`config.mk`:
```
export PLATFORM = sky130hd
export DESIGN_NAME = alu_sequencer
export DESIGN_NICKNAME = d
export VERILOG_FILES = /design/src/rtl/alu_sequencer.sv
export SDC_FILE = /design/constraint.sdc
export NUM_CORES = 1
export LEC_CHECK = 0
export ABC_CLOCK_PERIOD_IN_PS = 3700
export BUFFER_PORTS_ARGS = -buffer_cell sky130_fd_sc_hd__buf_2
export CAP_MARGIN = 5
export CORE_ASPECT_RATIO = 0.7
export CORE_MARGIN = 8
export CORE_UTILIZATION = 30
export DETAILED_ROUTE_END_ITERATION = 8
export HOLD_SLACK_MARGIN = 0.02
export PLACE_DENSITY = 0.54
export SYNTH_ARGS = -nofsm -noshare
export SYNTH_HDL_FRONTEND = slang
export SYNTH_SLANG_ARGS = --single-unit
```
`constraint.sdc`:
```
create_clock -name i_clk -period 3.7 [get_ports i_clk]
set_clock_uncertainty 0.2 [all_clocks]
set_input_delay 0.555 -clock i_clk [delete_from_list [all_inputs] [get_ports i_clk]]
set_output_delay 0.555 -clock i_clk [all_outputs]
set_load 0.1 [all_outputs]
```
`src/rtl/alu_sequencer.sv`:
```
// ----------------------------------------------------------------------------
// alu_sequencer
//
// Purpose:
//   Bus master that runs one ALU operation per request on an 8-bit ALU slave.
//   A request {op, a, b} is taken on a valid/ready port. The sequencer then
//   runs four bus phases, one at a time:
//     - write a to 0x00
//     - write b to 0x01
//     - read the op address (0x80 + op)
//     - read the flags register (0x02)
//   It returns {result, flags, err} on a valid/ready response port.
//
//   Each bus phase has two parts:
//     - REQ : the strobe is held until the slave stops stalling.
//     - WAIT: the strobe is low and an ack is awaited, guarded by a timeout.
//   If a WAIT times out, the sequencer skips straight to the response with
//   err set and the result and flags zeroed.
//
// Parameters:
//   ACK_TIMEOUT  cycles allowed from strobe acceptance to ack (>= 2)
//   OP_W         width of the operation select
//
// Ports:
//   i_clk, reset                clock, synchronous active-high reset
//   i_req_valid / o_req_ready   request handshake (ready only when idle)
//   i_req_op, i_req_a, i_req_b  operation select and operands
//   o_rsp_valid / i_rsp_ready   response handshake (held until accepted)
//   o_rsp_result, o_rsp_flags   captured read data
//   o_rsp_err                   a bus phase timed out
//   o_wb_stb, o_wb_we           bus strobe, write enable
//   o_wb_addr, o_wb_data        bus address, write data
//   i_wb_ack, i_wb_stall        slave acknowledge, slave stall
//   i_wb_data                   slave read data
// ----------------------------------------------------------------------------
module alu_sequencer #(
   parameter int ACK_TIMEOUT = 16,
   parameter int OP_W        = 1
) (
   input  logic            i_clk,
   input  logic            reset,
   input  logic            i_req_valid,
   output logic            o_req_ready,
   input  logic [OP_W-1:0] i_req_op,
   input  logic [7:0]      i_req_a,
   input  logic [7:0]      i_req_b,
   output logic            o_rsp_valid,
   input  logic            i_rsp_ready,
   output logic [7:0]      o_rsp_result,
   output logic [7:0]      o_rsp_flags,
   output logic            o_rsp_err,
   output logic            o_wb_stb,
   output logic            o_wb_we,
   output logic [7:0]      o_wb_addr,
   output logic [7:0]      o_wb_data,
   input  logic            i_wb_ack,
   input  logic            i_wb_stall,
   input  logic [7:0]      i_wb_data
);

   localparam int CNT_W = (ACK_TIMEOUT > 2) ? $clog2(ACK_TIMEOUT) : 1;
   localparam logic [CNT_W-1:0] CNT_LAST = CNT_W'(ACK_TIMEOUT - 1);

   localparam logic [7:0] ADDR_A     = 8'h00;
   localparam logic [7:0] ADDR_B     = 8'h01;
   localparam logic [7:0] ADDR_FLAGS = 8'h02;
   localparam logic [7:0] ADDR_OPS   = 8'h80;

   typedef enum logic [3:0] {
      IDLE,
      WRA_REQ,
      WRA_WAIT,
      WRB_REQ,
      WRB_WAIT,
      RDOP_REQ,
      RDOP_WAIT,
      RDFLG_REQ,
      RDFLG_WAIT,
      RESP
   } state_t;

   state_t            state_q, state_d;
   logic [OP_W-1:0]   op_q, op_d;
   logic [7:0]        a_q, a_d;
   logic [7:0]        b_q, b_d;
   logic [7:0]        addr_q, addr_d;
   logic              we_q, we_d;
   logic [CNT_W-1:0]  cnt_q, cnt_d;
   logic [7:0]        result_q, result_d;
   logic [7:0]        flags_q, flags_d;
   logic              err_q, err_d;

   // State register. Reset overrides everything, so an in-flight phase is
   // abandoned and its late ack lands in IDLE, where acks are never looked at.
   always_ff @(posedge i_clk) begin
      if (reset) begin
         state_q  <= IDLE;
         op_q     <= '0;
         a_q      <= '0;
         b_q      <= '0;
         addr_q   <= '0;
         we_q     <= 1'b0;
         cnt_q    <= '0;
         result_q <= '0;
         flags_q  <= '0;
         err_q    <= 1'b0;
      end else begin
         state_q  <= state_d;
         op_q     <= op_d;
         a_q      <= a_d;
         b_q      <= b_d;
         addr_q   <= addr_d;
         we_q     <= we_d;
         cnt_q    <= cnt_d;
         result_q <= result_d;
         flags_q  <= flags_d;
         err_q    <= err_d;
      end
   end

   // Next-state logic.
   //
   // Address and write enable are loaded at the moment a REQ state is
   // entered. They then stay put through WAIT, so the bus keeps showing the
   // last address while the strobe is low.
   //
   // The ack counter only runs in WAIT. Stall cycles in REQ therefore never
   // eat into the timeout budget.
   always_comb begin
      state_d  = state_q;
      op_d     = op_q;
      a_d      = a_q;
      b_d      = b_q;
      addr_d   = addr_q;
      we_d     = we_q;
      cnt_d    = cnt_q;
      result_d = result_q;
      flags_d  = flags_q;
      err_d    = err_q;

      unique case (state_q)
         IDLE: begin
            if (i_req_valid) begin
               op_d     = i_req_op;
               a_d      = i_req_a;
               b_d      = i_req_b;
               result_d = '0;
               flags_d  = '0;
               err_d    = 1'b0;
               addr_d   = ADDR_A;
               we_d     = 1'b1;
               state_d  = WRA_REQ;
            end
         end

         WRA_REQ, WRB_REQ, RDOP_REQ, RDFLG_REQ: begin
            if (!i_wb_stall) begin
               cnt_d   = '0;
               state_d = state_t'(state_q + 4'd1);
            end
         end

         WRA_WAIT, WRB_WAIT, RDOP_WAIT, RDFLG_WAIT: begin
            if (i_wb_ack) begin
               unique case (state_q)
                  WRA_WAIT: begin
                     addr_d  = ADDR_B;
                     we_d    = 1'b1;
                     state_d = WRB_REQ;
                  end
                  WRB_WAIT: begin
                     addr_d  = ADDR_OPS + 8'(op_q);
                     we_d    = 1'b0;
                     state_d = RDOP_REQ;
                  end
                  RDOP_WAIT: begin
                     result_d = i_wb_data;
                     addr_d   = ADDR_FLAGS;
                     we_d     = 1'b0;
                     state_d  = RDFLG_REQ;
                  end
                  default: begin
                     flags_d = i_wb_data;
                     state_d = RESP;
                  end
               endcase
            end else if (cnt_q == CNT_LAST) begin
               result_d = '0;
               flags_d  = '0;
               err_d    = 1'b1;
               state_d  = RESP;
            end else begin
               cnt_d = cnt_q + 1'b1;
            end
         end

         RESP: begin
            if (i_rsp_ready) begin
               state_d = IDLE;
            end
         end

         default: begin
            state_d = IDLE;
         end
      endcase
   end

   // Outputs are decoded from the registered state only.
   //
   // Write data is driven solely while a write strobe is up. It is zero
   // otherwise, so stale operands never appear on the bus.
   always_comb begin
      o_req_ready  = (state_q == IDLE);
      o_rsp_valid  = (state_q == RESP);
      o_rsp_result = result_q;
      o_rsp_flags  = flags_q;
      o_rsp_err    = err_q;
      o_wb_we      = we_q;
      o_wb_addr    = addr_q;
      o_wb_stb     = 1'b0;
      o_wb_data    = 8'h00;

      unique case (state_q)
         WRA_REQ: begin
            o_wb_stb  = 1'b1;
            o_wb_data = a_q;
         end
         WRB_REQ: begin
            o_wb_stb  = 1'b1;
            o_wb_data = b_q;
         end
         RDOP_REQ, RDFLG_REQ: begin
            o_wb_stb = 1'b1;
         end
         default: begin
            o_wb_stb = 1'b0;
         end
      endcase
   end

endmodule
```
# After elaboration in Yosys (flattened, before gate mapping)

Cells that the tools add are included.

Bits in registers: 51
Bits of input ports: 31
Output and inout port bits: 37
Word-level logic and storage cells: 82

Add/subtract/negate cells: 3
Equal/unequal tests: 22
Mux-type cells: 32
Reductions and logical operators: 15

Operator list:

| cell                  | count |
|---|---|
| $pmux W8 S2           | 4 |
| $mux W8               | 7 |
| $mux W4               | 8 |
| $reduce_and A4 Y1     | 7 |
| $pmux W8 S3           | 1 |
| $eq A4 B3 Y1 const B  | 4 |
| $pmux W4 S4           | 1 |
| $eq A4 B4 Y1 const B  | 3 |
| $ne A2 B2 Y1 const B  | 6 |
| $ne A3 B3 Y1 const B  | 4 |
| $pmux W4 S3           | 1 |
| $add A4 B1 Y4 const B | 2 |
| $add A8 B1 Y8 const A | 1 |
| $eq A4 B2 Y1 const B  | 2 |
| $pmux W4 S2           | 1 |
| $reduce_or A4 Y1      | 2 |
| $mux W1               | 6 |
| $pmux W1 S2           | 3 |
| $eq A4 B1 Y1 const B  | 1 |
| $logic_not A4 Y1      | 1 |
| $ne A4 B4 Y1 const B  | 1 |
| $reduce_bool A2 Y1    | 2 |
| $reduce_or A3 Y1      | 1 |
| $ne A2 B1 Y1 const B  | 1 |
| 2 further kinds       | 2 |

# Longest topological paths before layout

Gate-level depths: netlist of the first run.

Word-level depth: 5
Gate-level depth with buffers: 9
Mapped depth without buffers: 6

# Worst setup path before layout of the first run

No wires, ideal clock.

Path kind: flip-flop to output port
Start: reg state_q[1]
End: out o_rsp_valid
Data arrival time: 3.017 ns
Data required time: 2.945 ns
Setup slack: -0.072 ns
Cell stages (with the launch flop): 5
Buffers on the path: 1
Path through: dfxtp_1 > inv_1 > ha_1 > clkbuf_1 > nor3b_1

Longest elaborated chain between the ends: 1

Ends and longest elaborated chain:

| item                   | RTL line | source |
|---|---|---|
| from (decl)            | 82       | `state_t state_q, state_d;` |
| from (signal assigned) | 108      | `state_q <= state_d;` |
| $eq A4 B4 Y1           | 215      | `o_rsp_valid = (state_q == RESP);` |
| to (decl)              | 47       | `output logic o_rsp_valid,` |

No other way between the ends.

# Final worst setup path of the first run

Start: reg state_q[3]
End: out o_rsp_valid

Same word-level chain as after synthesis.

==> results of run 1 <==
[sequential cells by signal (all words and copies together) (netlist names)]
name	cells
cnt_q	4
b_q	8
o_wb_addr	3
o_rsp_err	1
o_rsp_result	8
o_wb_we	1
state_q	4
o_rsp_flags	8
op_q	1
a_q	8
[cells by family (layout without fill, tap and decap cells)]
family / Yosys count / after routing / synth area share
AND/OR/NAND/NOR: 105 / 105 / 0.2103
AO/OA/AOI/OAI: 72 / 72 / 0.2615
flip-flops: 46 / 46 / 0.3804
buffers and inverters: 38 / 83 / 0.07906
multiplexers: 10 / 10 / 0.04135
adder cells (fa/ha/maj): 5 / 5 / 0.02584
other: 1 / 5 / 0.001549
[synthesized netlist by cell type, drive strengths merged, types with 2 or more instances]
cell    instances  share of area
dfxtp          46           0.38
nand2b          6          0.020
nor2           15          0.023
nor3            4          0.013
clkbuf          7          0.011
o32ai           8          0.054
a21oi          23          0.049
a211oi          5          0.023
o21ai           4         0.0083
a31o            2         0.0072
mux2i          10          0.041
ha              5          0.026
buf            18          0.048
o211ai          2         0.0062
nor2b           4          0.011
a21boi          3         0.0093
a211o           2         0.0072
a22oi           9          0.028
o41ai           2          0.013
and3            3         0.0078
nand2          55          0.085
nand3           7          0.014
inv            12          0.019
or2             2         0.0052
[worst register-to-register path, stage by stage (launching register included)]
cell	delay, ns
dfxtp_1	0.40
inv_1	0.16
ha_1	0.50
nand2b_2	0.25
a21oi_2	0.33
a311o_1	0.55
mux2i_1	0.27
[power groups by stage]
stage	logic (mW)	clock network, mW	registers [mW]
global placement	0.869	0	0.596
global route	0.933	0.461	0.595
floorplan	0.699	0	0.641
detailed placement	0.871	0	0.598
CTS	0.871	0.436	0.587
finish	0.869	0.424	0.587
[how the worst max path moves through the flow]
stage	to	slack, ns	cells past startpoint
final	o_rsp_valid	0.85	3
after global routing	o_rsp_valid	0.68	3
after CTS	o_rsp_valid	0.85	3
after detailed placement	o_rsp_result[1]$_SDFFE_PP0P_	0.95	6
after global placement	o_rsp_result[1]$_SDFFE_PP0P_	1.05	6
after floorplan	o_wb_data[0]	0.56	5
[area by class of cell]
| type | instances | area, um2 | area share |
|---|---|---|---|
| Timing Repair Buffer | 63 | 317.8 | 0.1105 |
| Inverter | 13 | 48.80 | 0.01697 |
| Tap cell | 101 | 126.4 | 0.04395 |
| Sequential cell | 46 | 920.9 | 0.3203 |
| Clock buffer | 7 | 132.6 | 0.04613 |
| Multi-Input combinational cell | 197 | 1329 | 0.4621 |
[per-layer routing]
layer  global-route usage  vias up  share of wire
met3              0.02783        8          0.049
li1                     -     1065              -
met1               0.1571     1008           0.47
met2               0.1859       47           0.47
met5                    0        -              0
met4              0.03996        0          0.013
==> results.cfg, run 1 <==
[setup_path]
path_cells = inv_1, nor3b_2, buf_2
path_delay_family = flip-flops
slowest_delay_ns = 0.91
startpoint_type = flip-flop
reg2reg_slack_ns = 0.96
rr_worst_depth = 6
criticalPathCategory = flip-flop to output pin
r2r-end = o_rsp_result[1]$_SDFFE_PP0P_
reg2reg_from = state_q[0]$_SDFFE_PP0P_
cpMaxStageDelayCell = dfxtp_1
critPathMaxFanout = 21
cp_num_buf_inv = 2
crit_start = state_q[3]$_SDFFE_PP0P_
crit_arrival_ns = 2.10
crit_path_end_kind = output pin
crit_required_ns = 2.94

[global_route]
grt_max_degree = 37
track_usage = 0.1191
grt_pass1_vias = 2096
grt_overflow = 0
grt_pass1_wl_um = 10900
antenna_found_initial = 0

[timing]
drv_slew = 0
clock.fmax_ghz = 0.3504
finalWorstSetupSlack_ns = 0.8463
tns_ns = 0
finalHoldViolCount = 0
whs_ns = 0.2536
rsz0062_at_grt = false
finalSetupViolCount = 0
worstMarginPinSlew_ns = 0.9014
relSlewSlack = 0.3982
fin_crit_ns = 2.854
fin_crit_sh = 0.7713

[finish]
stdcell_count = 427
drive_gt1_frac = 0.2883
fillerInstances = 823
antenna_cells = 0
layout_common_cells = buf_2, nand2_1, dfxtp_1
synthToLayoutAreaGrowth_pct = 18.76
final_util = 0.3669
final_cell_area_um2 = 2875
final_common_cell = buf_2
fin_nets = 362

[synth]
synth_seq_area_share = 0.3804
synthArstFlopShare = 0
synth_edf_count = 0
netlist_area_um2 = 2421
synth_cells = 277
yosysUniqueCellTypes = 59
yosys_most_used_dff = dfxtp_1
avgSynthCellArea_um2 = 8.740
ys_ff_latch = 46
ys.warnings.count = 0

[routing]
viasPerCell = 4.984
firstDrtPassIters = 4
via_count = 2128
wirelength_um = 6478
drt-initial-drc-count = 128
drc_errors = 0
wire_per_inst_um = 15.17
ant_nets = 0

[status]
outcome = completed

[pwr]
p_per_area_nw_per_um2 = 654.0
combinationalPowerShare = 0.462
seqPwrFrac = 0.312
swShare = 0.4519
power.switching_mw = 0.8498
ir_drop_mv = 0.4364
leakage_nw = 1.189
internal_power_mw = 1.031
clock_power_share = 0.225
fin_total_pwr_mw = 1.880

[cts]
clkLatencyLatePin_ns = 0.28
clock_tree.buffer_depth = 2
cts_buffers = 5
cts_resized = 0
cts-htree-levels = 2
postCtsSetupBuffers = 0
cts_root_buf = clkbuf_16
hold_buffers = 0
clk_pin_slew_worst_paths_ns = 0.06
cts_tree = done
cts.sinks = 46

[hold_path]
hold_end = a_q[2]$_SDFFE_PP0P_
hold_depth = 2
hp-class = flip-flop to flip-flop
hp-start = a_q[2]$_SDFFE_PP0P_

[placed_design]
io_buffers = 62
hpwl_um = 4742
pre_cts_ws_ns = 0.9527
place_area_um2 = 2743
dp_cells = 420
place_congestion = 0.8193

[run]
cap_violations = 0

[die]
die_w_um = 123.4
start_util = 0.3089
dieArea_um2 = 11250
fp.coreArea_um2 = 7838
fp.dieH_um = 91.16
io_pins = 68
rows = 27
Note: power is estimated with default switching activity, not from simulation.
==> run 2, diff against run 1 <==
--- a/config.mk
+++ b/config.mk
@@ -5,7 +5,8 @@
 export SDC_FILE = /design/constraint.sdc
 export NUM_CORES = 1
 export LEC_CHECK = 0
-export ABC_CLOCK_PERIOD_IN_PS = 3700
+export ABC_AREA = 1
+export ABC_CLOCK_PERIOD_IN_PS = 2950
 export BUFFER_PORTS_ARGS = -buffer_cell sky130_fd_sc_hd__buf_2
 export CAP_MARGIN = 5
 export CORE_ASPECT_RATIO = 0.7
==> constraint.sdc (replaced) <==
create_clock -name i_clk -period 2.95 [get_ports i_clk]
set_clock_uncertainty 0.2 [all_clocks]
set_input_delay 0.4425 -clock i_clk [delete_from_list [all_inputs] [get_ports i_clk]]
set_output_delay 0.4425 -clock i_clk [all_outputs]
set_load 0.1 [all_outputs]
==> results.cfg, run 2 <==
[timing]
finalHoldViolCount = 0
fin_crit_sh = 0.8323
clock.fmax_ghz = 0.4073
drv_slew = 0
rsz0062_at_grt = false
fin_crit_ns = 2.455
worstMarginPinSlew_ns = 0.5705
relSlewSlack = 0.6193
finalSetupViolCount = 0
tns_ns = 0

[hold_path]
hold_end = o_rsp_result[5]$_SDFFE_PP0P_
hp-class = input pin to flip-flop
hold_depth = 3
hp-start = i_wb_data[5]

[setup_path]
cpMaxStageDelayCell = buf_2
crit_path_end_kind = output pin
path_cells = nor2_2, nand2_1, o22ai_1, buf_2
slowest_delay_ns = 0.46
r2r-end = o_rsp_flags[1]$_SDFFE_PP0P_
rr_worst_depth = 10
crit_arrival_ns = 1.81
reg2reg_slack_ns = 0.88
criticalPathCategory = flip-flop to output pin
reg2reg_from = state_q[0]$_SDFFE_PP0P_
startpoint_type = flip-flop
crit_required_ns = 2.31
critPathMaxFanout = 8

[finish]
synthToLayoutAreaGrowth_pct = 22.28
antenna_cells = 0
fin_nets = 426
layout_common_cells = nand2_1, buf_2, inv_1
fillerInstances = 805
final_common_cell = nand2_1
drive_gt1_frac = 0.2302

[cts]
cts_root_buf = clkbuf_8
postCtsSetupBuffers = 0
cts-htree-levels = 2
cts_buffers = 5
clk_pin_slew_worst_paths_ns = 0.10
cts.sinks = 46
cts_tree = done
clkLatencyLatePin_ns = 0.30
cts_resized = 0
clock_tree.buffer_depth = 2
hold_buffers = 0

[synth]
synth_edf_count = 0
synth_seq_area_share = 0.3989
yosysTopAreaCellShare = 0.3989
ys_ff_latch = 46
synth_top_cell_by_area = dfxtp_1
yosysUniqueCellTypes = 29
ys_top_cells_by_count = nand2_1, inv_1, dfxtp_1
synthArstFlopShare = 0
yosysMostFrequentCell = nand2_1
yosys_most_used_dff = dfxtp_1
synth_top_cells_by_area = dfxtp_1, nand2_1, inv_1
ys.warnings.count = 0
avgSynthCellArea_um2 = 6.995
synth_cells = 330
netlist_area_um2 = 2308

[routing]
wirelength_um = 5881
via_count = 2152
drt-initial-drc-count = 135
viasPerCell = 4.401
drc_errors = 0
wire_per_inst_um = 12.03
firstDrtPassIters = 4
ant_nets = 0

[die]
dieArea_um2 = 10800
rows = 26
die_w_um = 120.8
fp.coreArea_um2 = 7385
io_pins = 68
start_util = 0.3126
fp.dieH_um = 89.39

[placed_design]
hpwl_um = 4548
place_congestion = 0.7696
io_buffers = 62

[global_route]
grt_max_degree = 36
grt_pass1_wl_um = 9363
grt_overflow = 0
track_usage = 0.1078
grt_pass1_vias = 1919
antenna_found_initial = 1

[status]
outcome = completed

[run]
cap_violations = 0
-- run 2: changes by cell type after synthesis, moves of 5 or more --
cell,change
mux2i_1,-10
a21oi_1,+9
nand3_1,+9
nor2_1,+29
a22oi_1,-9
inv_1,+36
o21ai_0,+21
buf_2,-5
o22ai_1,+8
nand2_1,+10
o32ai_2,-8
-- run 2: worst max path at each step --
stage	start	end	slack [ns]
after floorplan	state_q[1]$_SDFFE_PP0P_	o_wb_data[1]	0.11
after global placement	state_q[1]$_SDFFE_PP0P_	o_wb_data[0]	0.87
after detailed placement	state_q[0]$_SDFFE_PP0P_	o_wb_data[4]	0.82
after CTS	state_q[2]$_SDFFE_PP0P_	o_wb_data[4]	0.47
after global routing	state_q[1]$_SDFFE_PP0P_	o_wb_data[0]	0.38
final	state_q[2]$_SDFFE_PP0P_	o_wb_data[4]	0.49
-- run 2: layout make-up --
| type | count | area [um2] | share of cell area |
|---|---|---|---|
| clock buffer | 6 | 82.58 | 0.02926 |
| clock inverter | 2 | 60.06 | 0.02128 |
| inverter | 51 | 191.4 | 0.06782 |
| multi-input combinational | 221 | 1112 | 0.3941 |
| sequential | 46 | 920.9 | 0.3262 |
| tap | 98 | 122.6 | 0.04344 |
| timing repair buffer | 65 | 332.8 | 0.1179 |
-- run 2: stage by stage --
step	hold WS [ns]	std cells	area (um2)	setup slack [ns]	utilization
floorplan	0.2245	334	2323	0.1085	-
global placement	0.2424	481	2680	0.8689	0.3629
detailed placement	0.2447	481	2680	0.8200	0.3629
CTS	0.1724	489	2823	0.4669	0.3822
global route	0.1802	489	2823	0.3759	0.3822
finish	0.1832	489	2823	0.4947	0.3822
-- run 2: worst max-delay path: cells and delay by family (launching register included) --
kind                   cells  cell delay (ns)
AO/OA/AOI/OAI              1             0.24
buffers and inverters      1             0.46
flip-flops                 1             0.41
AND/OR/NAND/NOR            2             0.39
-- run 2: kinds of logic after synthesis --
kind of cell    synth area share
buf+inv                   0.1257
fa+ha+maj                0.02710
other cells             0.001624
xor+xnor                0.007589
compound gates            0.1664
simple gates              0.2726
flops                     0.3989
-- run 2: per-layer routing --
layer  vias to the layer above  track usage  part of all wire
met4                         2      0.03386             0.011
li1                       1159            -                 -
met5                         -            0            0.0019
met3                         9      0.03596             0.050
met1                       948       0.1401              0.51
met2                        34       0.1650              0.43
Power of run 2 is left out: the tool's default activity adds up to more than one toggle a clock period on the data nets, which glitch-free logic cannot reach.
